$ cat src/rtl/traceback_3d.sv
// Traceback engine for a three-sequence alignment. It follows predecessor pointers from an
// end cell back to the origin and emits one alignment column per step under ready/valid.
module traceback_3d #(
    parameter int LEN_W = 6,
    parameter int CNT_W = LEN_W + 2
) (
    input  logic                 clk,
    input  logic                 rst_n,
    input  logic                 start,
    input  logic [LEN_W-1:0]     end_i,
    input  logic [LEN_W-1:0]     end_j,
    input  logic [LEN_W-1:0]     end_k,
    input  logic [2:0]           start_state,
    output logic                 rd_en,
    output logic [3*LEN_W+2:0]   rd_addr,
    input  logic [2:0]           rd_data,
    output logic                 out_valid,
    input  logic                 out_ready,
    output logic [2:0]           out_col,
    output logic                 busy,
    output logic                 done,
    output logic                 err,
    output logic [CNT_W-1:0]     step_cnt
);

    typedef enum logic [2:0] {IDLE, READ, WAIT, EMIT, FIN} fsm_t;

    localparam logic [2:0] CODE_BAD = 3'd7;

    fsm_t             state, state_nxt;
    logic [LEN_W-1:0] idx_i, idx_j, idx_k;
    logic [LEN_W-1:0] nxt_i, nxt_j, nxt_k;
    logic [2:0]       cur, pred;
    logic             dec_i, dec_j, dec_k;
    logic             bad_read, start_zero, origin_next;

    // Which indices the current matrix code consumes.
    always_comb begin
        {dec_i, dec_j, dec_k} = 3'b000;
        case (cur)
            3'd0:    {dec_i, dec_j, dec_k} = 3'b111;
            3'd1:    {dec_i, dec_j, dec_k} = 3'b110;
            3'd2:    {dec_i, dec_j, dec_k} = 3'b011;
            3'd3:    {dec_i, dec_j, dec_k} = 3'b101;
            3'd4:    {dec_i, dec_j, dec_k} = 3'b100;
            3'd5:    {dec_i, dec_j, dec_k} = 3'b010;
            3'd6:    {dec_i, dec_j, dec_k} = 3'b001;
            default: {dec_i, dec_j, dec_k} = 3'b000;
        endcase
    end

    assign bad_read    = (cur == CODE_BAD) || (dec_i && idx_i == '0)
                      || (dec_j && idx_j == '0) || (dec_k && idx_k == '0);
    assign nxt_i       = idx_i - LEN_W'(dec_i);
    assign nxt_j       = idx_j - LEN_W'(dec_j);
    assign nxt_k       = idx_k - LEN_W'(dec_k);
    assign origin_next = (nxt_i == '0) && (nxt_j == '0) && (nxt_k == '0);
    assign start_zero  = (end_i == '0) && (end_j == '0) && (end_k == '0);

    // NOTE: rst_n is sampled on the clock edge only, so it is absent from the sensitivity list.
    always_ff @(posedge clk) begin
        if (!rst_n) state <= IDLE;
        else        state <= state_nxt;
    end

    always_comb begin
        // NOTE: every signal driven here gets a default first, so no branch can infer a latch.
        state_nxt = state;
        rd_en     = 1'b0;
        out_valid = 1'b0;
        done      = 1'b0;
        busy      = 1'b1;
        case (state)
            IDLE: begin
                busy = 1'b0;
                if (start) state_nxt = start_zero ? FIN : READ;
            end
            READ: begin
                if (bad_read) begin
                    state_nxt = FIN;
                end else begin
                    rd_en     = 1'b1;
                    state_nxt = WAIT;
                end
            end
            WAIT: state_nxt = EMIT;
            EMIT: begin
                out_valid = 1'b1;
                if (out_ready) state_nxt = (pred == CODE_BAD || origin_next) ? FIN : READ;
            end
            FIN: begin
                done      = 1'b1;
                state_nxt = IDLE;
            end
            default: state_nxt = IDLE;
        endcase
    end

    assign rd_addr = rd_en     ? {idx_i, idx_j, idx_k, cur} : '0;
    assign out_col = out_valid ? cur : 3'd0;

    // NOTE: state is updated with non-blocking assignments so every register samples pre-edge values.
    always_ff @(posedge clk) begin
        if (!rst_n) begin
            idx_i    <= '0;
            idx_j    <= '0;
            idx_k    <= '0;
            cur      <= '0;
            pred     <= '0;
            err      <= 1'b0;
            step_cnt <= '0;
        end else begin
            case (state)
                IDLE: if (start) begin
                    idx_i    <= end_i;
                    idx_j    <= end_j;
                    idx_k    <= end_k;
                    cur      <= start_state;
                    err      <= 1'b0;
                    step_cnt <= '0;
                end
                READ: if (bad_read) err <= 1'b1;
                WAIT: pred <= rd_data;
                EMIT: if (out_ready) begin
                    idx_i <= nxt_i;
                    idx_j <= nxt_j;
                    idx_k <= nxt_k;
                    cur   <= pred;
                    if (step_cnt != '1) step_cnt <= step_cnt + CNT_W'(1);
                    if (pred == CODE_BAD) err <= 1'b1;
                end
                default: ;
            endcase
        end
    end

endmodule
$ cat config.mk
export PLATFORM = sky130hd
export DESIGN_NAME = traceback_3d
export DESIGN_NICKNAME = d
export VERILOG_FILES = /design/src/rtl/traceback_3d.sv
export SDC_FILE = /design/constraint.sdc
export NUM_CORES = 1
export LEC_CHECK = 0
export CAP_MARGIN = 20
export CORE_MARGIN = 10
export CORE_UTILIZATION = 48
export CTS_CLUSTER_DIAMETER = 150
export CTS_CLUSTER_SIZE = 8
export DETAILED_ROUTE_END_ITERATION = 10
export PLACE_DENSITY_LB_ADDON = 0.08
export SYNTH_ARGS = -nofsm -noshare
export SYNTH_HDL_FRONTEND = slang
export SYNTH_SLANG_ARGS = --single-unit
$ cat constraint.sdc
create_clock -name clk -period 2.9 [get_ports clk]
set_input_delay 0.725 -clock clk [delete_from_list [all_inputs] [get_ports clk]]
set_output_delay 0.725 -clock clk [all_outputs]
set_load 0.005 [all_outputs]
# After elaboration in Yosys (flattened, before gate mapping)
# Index checks and enable logic that the tools add are counted.
word_totals:
  reg_bits: 36
  in_bits: 28
  output_inout_bits: 37
op_classes:
  n_addsub: 4
  n_eq_ne: 18
  n_mux: 37
  reduce_logical: 31
op_table:
  columns: ["op", "n"]
  rows:
  - ["$logic_not 6->1", 9]
  - ["$mux 6", 6]
  - ["$pmux 6 s2", 3]
  - ["$mux 3", 8]
  - ["$mux 8", 3]
  - ["$mux 21", 1]
  - ["$eq 3x3->1 const B", 6]
  - ["$sub 6x1->6", 3]
  - ["$pmux 8 s2", 1]
  - ["$eq 3x2->1 const B", 4]
  - ["$mux 1", 12]
  - ["$pmux 3 s4", 1]
  - ["$reduce_or 4->1", 3]
  - ["$ne 2x2->1 const B", 5]
  - ["$add 8x1->8 const B", 1]
  - ["$ne 8x8->1 const B", 1]
  - ["$logic_and 1x1->1", 7]
  - ["$eq 3x1->1 const B", 2]
  - ["$logic_not 3->1", 2]
  - ["$pmux 3 s2", 1]
  - ["$reduce_and 5->1", 1]
  - ["$logic_or 1x1->1", 4]
  - ["$reduce_and 4->1", 1]
  - ["$pmux 1 s3", 1]
  - ["other kinds (4)", 4]

# Depth between registers and ports, before layout
# Gate-level depths: netlist of the first run.
depth:
  ltp_word: 11
  mapped_depth: 12

# Least setup slack after synthesis of the first run
# Ideal clock, no wire load.
synth_path:
  path_type: "register to register"
  start: "register cur[2]"
  end: "register state[2]"
  setup_time_ns: 0.059
  arrival_time_ns: 2.320
  t_required_ns: 2.841
  slack_ns: 0.520
  path_stages_with_launch: 12
  synth_period_minus_slack_ns: 2.380
  cell_sequence: "dfxtp_1 -> clkbuf_1 -> inv_1 -> maj3_1 -> ha_1 -> ha_1 -> buf_1 -> xnor2_1 -> nand4_1 -> nor4_1 -> a21o_1 -> a41o_1"
synth_via:
  elab_chain_cells: 11
  word_cells_on_any_way: 33
  classes_between: "add/sub: 3; eq/ne: 7; mux: 7; reduce/logical: 16"
synth_lines:
  columns: ["item", "line_no", "text"]
  rows:
  - ["start: declaration", "33", "logic [2:0] cur, pred;"]
  - ["start signal: assignment", "118", "cur <= start_state;"]
  - ["start signal: assignment", "128", "cur <= pred;"]
  - ["$eq 3x2->1 (tied with other cells)", "40", "case (cur)"]
  - ["$reduce_or 4->1 (no source line)", null, null]
  - ["$mux 1", "40", null]
  - ["$sub 6x1->6 (on tied branches)", "54, 55", null]
  - ["$logic_not 6->1", "57", "assign origin_next = (nxt_i == '0) && (nxt_j == '0) && (nxt_k == '0);"]
  - ["$logic_and 1x1->1 (2 in a row)", "57", null]
  - ["$logic_or 1x1->1", "89", "if (out_ready) state_nxt = (pred == CODE_BAD || origin_next) ? FIN : READ;"]
  - ["$mux 3 (2 in a row)", "89", null]
  - ["$pmux 3 s4 (*)", "73", "case (state)"]
  - ["end signal: assignment", "63", "else state <= state_nxt;"]
  - ["end: declaration", "30", "fsm_t state, state_nxt;"]
# Every way passes the cells marked *; elsewhere a longest branch is shown, timed or not. The select of a mux whose other input is x is not followed.
# A chain may end at the register's enable or synchronous reset.

# Worst setup path after layout of the first run
layout_path:
  start: "register idx_j[5]"
  end: "output rd_addr[12]"
layout_via:
  elab_chain_cells: 7
layout_lines:
  columns: ["item", "line_no", "text"]
  rows:
  - ["start: declaration", "31", "logic [LEN_W-1:0] idx_i, idx_j, idx_k;"]
  - ["start signal: assignment", "116", "idx_j <= end_j;"]
  - ["start signal: assignment", "126", "idx_j <= nxt_j;"]
  - ["$logic_not 6->1", "53", "|| (dec_j && idx_j == '0) || (dec_k && idx_k == '0);"]
  - ["$logic_and 1x1->1", "53", null]
  - ["$logic_or 1x1->1 (2 in a row)", "53", null]
  - ["$mux 1", "79", "if (bad_read) begin"]
  - ["$mux 1", "73", null]
  - ["$mux 21", "99", "assign rd_addr = rd_en ? {idx_i, idx_j, idx_k, cur} : '0;"]
  - ["end: declaration", "15", "output logic [3*LEN_W+2:0] rd_addr,"]
# Every way passes these cells.

==> results.py, run 1 <==
metrics = {
    "critical_path": {
        "rr_startpoint": "cur[2]",
        "r2r_end": "state[0]",
        "endpoint": "rd_addr[12]",
        "cp-startpoint": "idx_j[5]",
        "startpoint_type": "register",
        "r2r_slack_ns": 0.16,
        "cp_max_fo": 10,
        "cp.required_ns": 2.17,
        "cp.arrival_ns": 2.16,
        "reg2reg_depth": 10,
        "crit_type": "reg2out",
        "end_kind": "primary output",
    },
    "sta": {
        "tightest_slew_ns": 0.739,
        "skew_ns": 0.00844,
        "max_freq_mhz": 347,
        "slew_headroom": 0.506,
        "hold_viol": 0,
        "rsz0062_at_grt": "yes",
        "setup_viol": 0,
        "min_period_ns": 2.89,
        "maxSlewViolCount": 0,
        "finalCritPeriodShare": 0.995,
    },
    "finish": {
        "antennaDiodeCount": 0,
        "area_growth_syn_to_layout_pct": 47.6,
        "fin_area_sq_um": 3470,
        "nets": 428,
        "mostFrequentLayoutCells": "nor2_1, clkdlybuf4s50_1, buf_4",
        "drive_gt1_frac": 0.173,
    },
    "synthesis": {
        "syn_area_sq_um": 2350,
        "ys_seq_area_frac": 0.307,
        "synthDistinctLibCells": 51,
        "synth_fp_nets": 338,
        "async_flop_share": 0,
        "avgSynthCellArea_sq_um": 7.75,
        "yosys_warnings": 0,
        "synth_seq_cells": 36,
        "ys.flop_type": "dfxtp_1",
        "synth_top_area_frac": 0.307,
        "synth_area_leaders": "dfxtp_1, nor2_1, and2_1, nand2_1, a221oi_1",
        "synth_area_leader_cell": "dfxtp_1",
        "syn_inst": 303,
        "synth_edf_count": 0,
    },
    "power": {
        "leakage_nw": 1.41,
        "power.density_nw_per_um2": 642,
        "peakVddDrop_v": 0.000351,
        "power_mw": 2.23,
    },
    "clock_tree": {
        "clkSinkCount": 36,
        "cts_tree": "yes",
        "htreeDepth": 2,
        "cts-buffers-inserted": 5,
        "clk_path_buf_depth": 2,
        "path_clk_slew_ns": 0.07,
        "ctsRootBufferMaster": "clkbuf_8",
        "clock_latency_ns": 0.30,
    },
    "route": {
        "dr_total_vias": 2664,
        "drtPass1Iterations": 5,
        "drc_errors": 0,
        "avgRoutedWirePerCell_um": 17.2,
        "ant_nets": 0,
        "vias_per_cell": 5.78,
        "wl_um": 7940,
        "drt_iter0_markers": 252,
    },
    "floorplan": {
        "die_x_um": 89.9,
        "rows": 25,
        "fp.dieH_um": 89.9,
        "die_area_sq_um": 8090,
        "core_area_sq_um": 4720,
        "ioPinCount": 65,
        "start_util": 0.497,
    },
    "grt": {
        "grt_max_degree": 22,
        "antenna_found_initial": 0,
        "grt_overflow": 0,
        "grt_usage": 0.189,
        "grt_pass1_wl_um": 12800,
        "grt_pass1_vias": 2578,
    },
    "status": {
        "status": "completed",
    },
    "run": {
        "cap_violations": 0,
    },
    "placement": {
        "place_area_sq_um": 3210,
        "io_buffers": 64,
        "gp_congestion": 0.875,
        "hpwl_um": 5690,
    },
    "hold_path": {
        "hp-class": "reg2reg",
    },
}
==> sequential cells by signal (all words and copies together) (netlist names) <==
signal	count
step_cnt	8
err	1
idx_j	6
cur	3
idx_i	6
idx_k	6
state	3
pred	3
==> worst min-delay path by stage <==
stage / startpoint / slack (ns) / cells past startpoint / to
global placement: err / 0.44 / 2 / err
CTS: err / 0.46 / 2 / err
detailed placement: err / 0.45 / 2 / err
floorplan: err / 0.44 / 2 / err
global route: err / 0.48 / 2 / err
finish: err / 0.46 / 2 / err
==> worst max-delay path: stages, from the launching register on <==
cell and delay (ns):
dfxtp_2 0.35, nor4_4 0.29, nand2_2 0.12, buf_6 0.14
o221ai_4 0.19, o31ai_4 0.13, and3_4 0.23, and2_1 0.16
dlygate4sd2_1 0.25
==> metal layers <==
metal  vias up  global-route usage  routed length (um)
met4         0              0.0716                 218
li1       1269                   -                   -
met1      1202               0.235                3270
met2       167               0.300                3580
met3        26              0.0565                 875
met5         -                   0                   0
==> cell usage after synthesis (all sizes together) (4+ instances only) <==
library cell	n
nor4	6
o21ai	9
nor3b	6
ha	7
clkbuf	12
nor3	5
o21a	10
a221oi	10
xnor2	9
mux2i	6
dfxtp	36
xor2	6
a21oi	10
buf	7
and2	23
o221ai	4
inv	15
and3	6
nor2	44
nand3	8
nand2	25
==> cell families (layout without fill, tap and decap cells) <==
group           after synthesis  after routing  synth area share
flops                        36             36             0.307
mux                           6              6            0.0256
simple gates                140            142             0.304
xor+xnor                     15             15            0.0559
fa+ha+maj                     8              8            0.0416
compound gates               64             64             0.197
buf+inv                      34            123            0.0693
==> layout make-up <==
cell class | instances | area (sq um)
repair buffers | 100 | 886
fillers | 357 | 1260
clock inverters | 1 | 30.0
inverters | 15 | 56.3
multi-input cells | 235 | 1590
clock buffers | 7 | 96.3
well taps | 67 | 83.8
flip-flops and latches | 36 | 724
==> through the flow <==
step                      hold WS, ns  worst slack (ns)  TNS (ns)   util  std cells
after floorplan                 0.442             0.520         0      -        303
after global placement          0.440          -0.00248  -0.00328  0.681        448
after detailed placement        0.450           -0.0900     -1.47  0.681        448
after CTS                       0.461           -0.0274   -0.0752  0.727        461
after global routing            0.478           -0.0600    -0.159  0.734        461
final                           0.460            0.0149         0  0.734        461
==> report_power, final <==
| part | internal (mW) | switching (mW) | leakage (nW) | total, mW |
|---|---|---|---|---|
| registers | 0.563 | 0.0673 | 0.296 | 0.630 |
| clock network | 0.304 | 0.197 | 0.0645 | 0.501 |
| logic | 0.513 | 0.583 | 1.05 | 1.10 |
| total | 1.38 | 0.848 | 1.41 | 2.23 |
==> what timing repair did <==
item	in CTS	in global routing
cloned	2	0
setup endpoints to repair	21	23
pin swaps	3	4
setup buffers	3	0
gates resized for setup	41	23
hold buffers	0	0
(Power assumes the default switching activity.)
==> run 2, diff against run 1 <==
--- a/config.mk
+++ b/config.mk
@@ -6,8 +6,10 @@
 export NUM_CORES = 1
 export LEC_CHECK = 0
 export CAP_MARGIN = 20
+export CELL_PAD_IN_SITES_DETAIL_PLACEMENT = 2
+export CELL_PAD_IN_SITES_GLOBAL_PLACEMENT = 2
 export CORE_MARGIN = 10
-export CORE_UTILIZATION = 48
+export CORE_UTILIZATION = 27
 export CTS_CLUSTER_DIAMETER = 150
 export CTS_CLUSTER_SIZE = 8
 export DETAILED_ROUTE_END_ITERATION = 10
==> results.py, run 2 (synthesis results as in run 1) <==
metrics = {
    "placement": {
        "dpl.cell_count": 489,
        "place_area_sq_um": 3300,
        "io_buffers": 64,
        "hpwl_um": 7670,
        "preCtsSetupSlack_ns": 0.0369,
        "gp_congestion": 0.865,
    },
    "hold_path": {
        "hp-class": "reg2reg",
    },
    "grt": {
        "grt_max_degree": 22,
        "grt_pass1_vias": 2873,
        "grt_overflow": 0,
        "antenna_found_initial": 0,
        "grt_pass1_wl_um": 15700,
        "grt_usage": 0.149,
    },
    "route": {
        "dr_total_vias": 2636,
        "drt_iter0_markers": 53,
        "drtPass1Iterations": 4,
        "drc_errors": 0,
        "wl_um": 10100,
        "ant_nets": 0,
        "vias_per_cell": 5.26,
        "avgRoutedWirePerCell_um": 20.1,
    },
    "clock_tree": {
        "htreeDepth": 2,
        "cts_tree": "yes",
        "clkSinkCount": 36,
        "ctsRootBufferMaster": "clkbuf_8",
        "clock_latency_ns": 0.30,
        "path_clk_slew_ns": 0.09,
        "cts-buffers-inserted": 5,
        "clk_path_buf_depth": 2,
    },
    "sta": {
        "fin_setup_tns_ns": 0,
        "min_period_ns": 2.80,
        "max_freq_mhz": 357,
        "setup_viol": 0,
        "setup_slack_ns": 0.102,
        "finalCritPeriodShare": 0.965,
        "skew_ns": 0.0106,
        "hold_viol": 0,
        "slew_headroom": 0.485,
        "tightest_slew_ns": 0.770,
        "maxSlewViolCount": 0,
        "rsz0062_at_grt": "yes",
    },
    "critical_path": {
        "cp_max_fo": 6,
        "startpoint_type": "register",
        "end_kind": "primary output",
        "cp.required_ns": 2.17,
        "cp.arrival_ns": 2.07,
        "crit_type": "reg2out",
    },
    "finish": {
        "register_area_sq_um": 729,
        "fin_area_sq_um": 3440,
        "top_register": "step_cnt",
        "largest_reg_flops": 8,
        "nFillCells": 978,
        "multi_input_area_sq_um": 1530,
        "nets": 430,
        "final_common_cell": "nor2_1",
        "mostFrequentLayoutCells": "nor2_1, clkdlybuf4s50_1, buf_4",
        "layout.cells.non_filler": 501,
        "drive_gt1_frac": 0.207,
        "antennaDiodeCount": 0,
        "area_growth_syn_to_layout_pct": 46.6,
    },
    "power": {
        "peakVddDrop_v": 0.000214,
        "power_mw": 2.15,
        "leakage_nw": 1.40,
        "power.density_nw_per_um2": 625,
    },
    "floorplan": {
        "die_x_um": 113,
        "ioPinCount": 65,
        "start_util": 0.282,
        "fp.dieH_um": 113,
        "core_area_sq_um": 8340,
        "die_area_sq_um": 12800,
        "rows": 33,
    },
    "run": {
        "cap_violations": 0,
    },
    "status": {
        "status": "completed",
    },
}
## run 2: final timing paths
kind	slack (ns)	from	cells after the start	end
min reg2reg	0.46	err	2	err
max	0.10	idx_j[5]	8	rd_addr[17]
min	0.46	err	2	err
max reg2reg	0.16	cur[0]	11	state[0]
## run 2: per-stage QoR
step                      hold slack, ns   util
after floorplan                    0.442      -
after global placement             0.441  0.395
after detailed placement           0.449  0.395
after CTS                          0.463  0.407
after global routing               0.485  0.413
final                              0.455  0.413
## run 2: critical path: stages (launching register included)
cell and delay [ns]:
dfxtp_4 0.37, nor4_4 0.27, nand2_2 0.14, a21oi_2 0.20
o31ai_2 0.11, and3_4 0.20, buf_12 0.14, and2_1 0.15
clkdlybuf4s15_1 0.20
## run 2: cell type report
class                      instances  area share
tap                              105      0.0382
inverter                          15      0.0164
multi-input combinational        233       0.444
clock buffer                       5      0.0200
sequential                        36       0.212
clock inverter                     3     0.00690
timing repair buffer             104       0.263
## run 2: power breakdown
group | internal [mW] | total, mW | switching [mW]
clock network | 0.171 | 0.391 | 0.221
registers | 0.563 | 0.635 | 0.0715
logic | 0.529 | 1.12 | 0.596
total | 1.26 | 2.15 | 0.888
## run 2: metal layers
metal  vias to the layer above  global-route usage  share of wire
met3                         8              0.0391          0.055
met1                      1317               0.186           0.46
met4                         0              0.0245         0.0079
met5                         -                   0              0
li1                       1260                   -              -
met2                        51               0.254           0.48
## run 2: timing repair
action                                  in CTS  in global routing
endpoints found under the setup margin      22                 24
hold buffers                                 0                  0
buffers inserted                             1                  1
endpoints found under the hold margin        0                  0
resized for setup                           26                 51
pin swaps                                    6                  6
cloned                                       0                  2
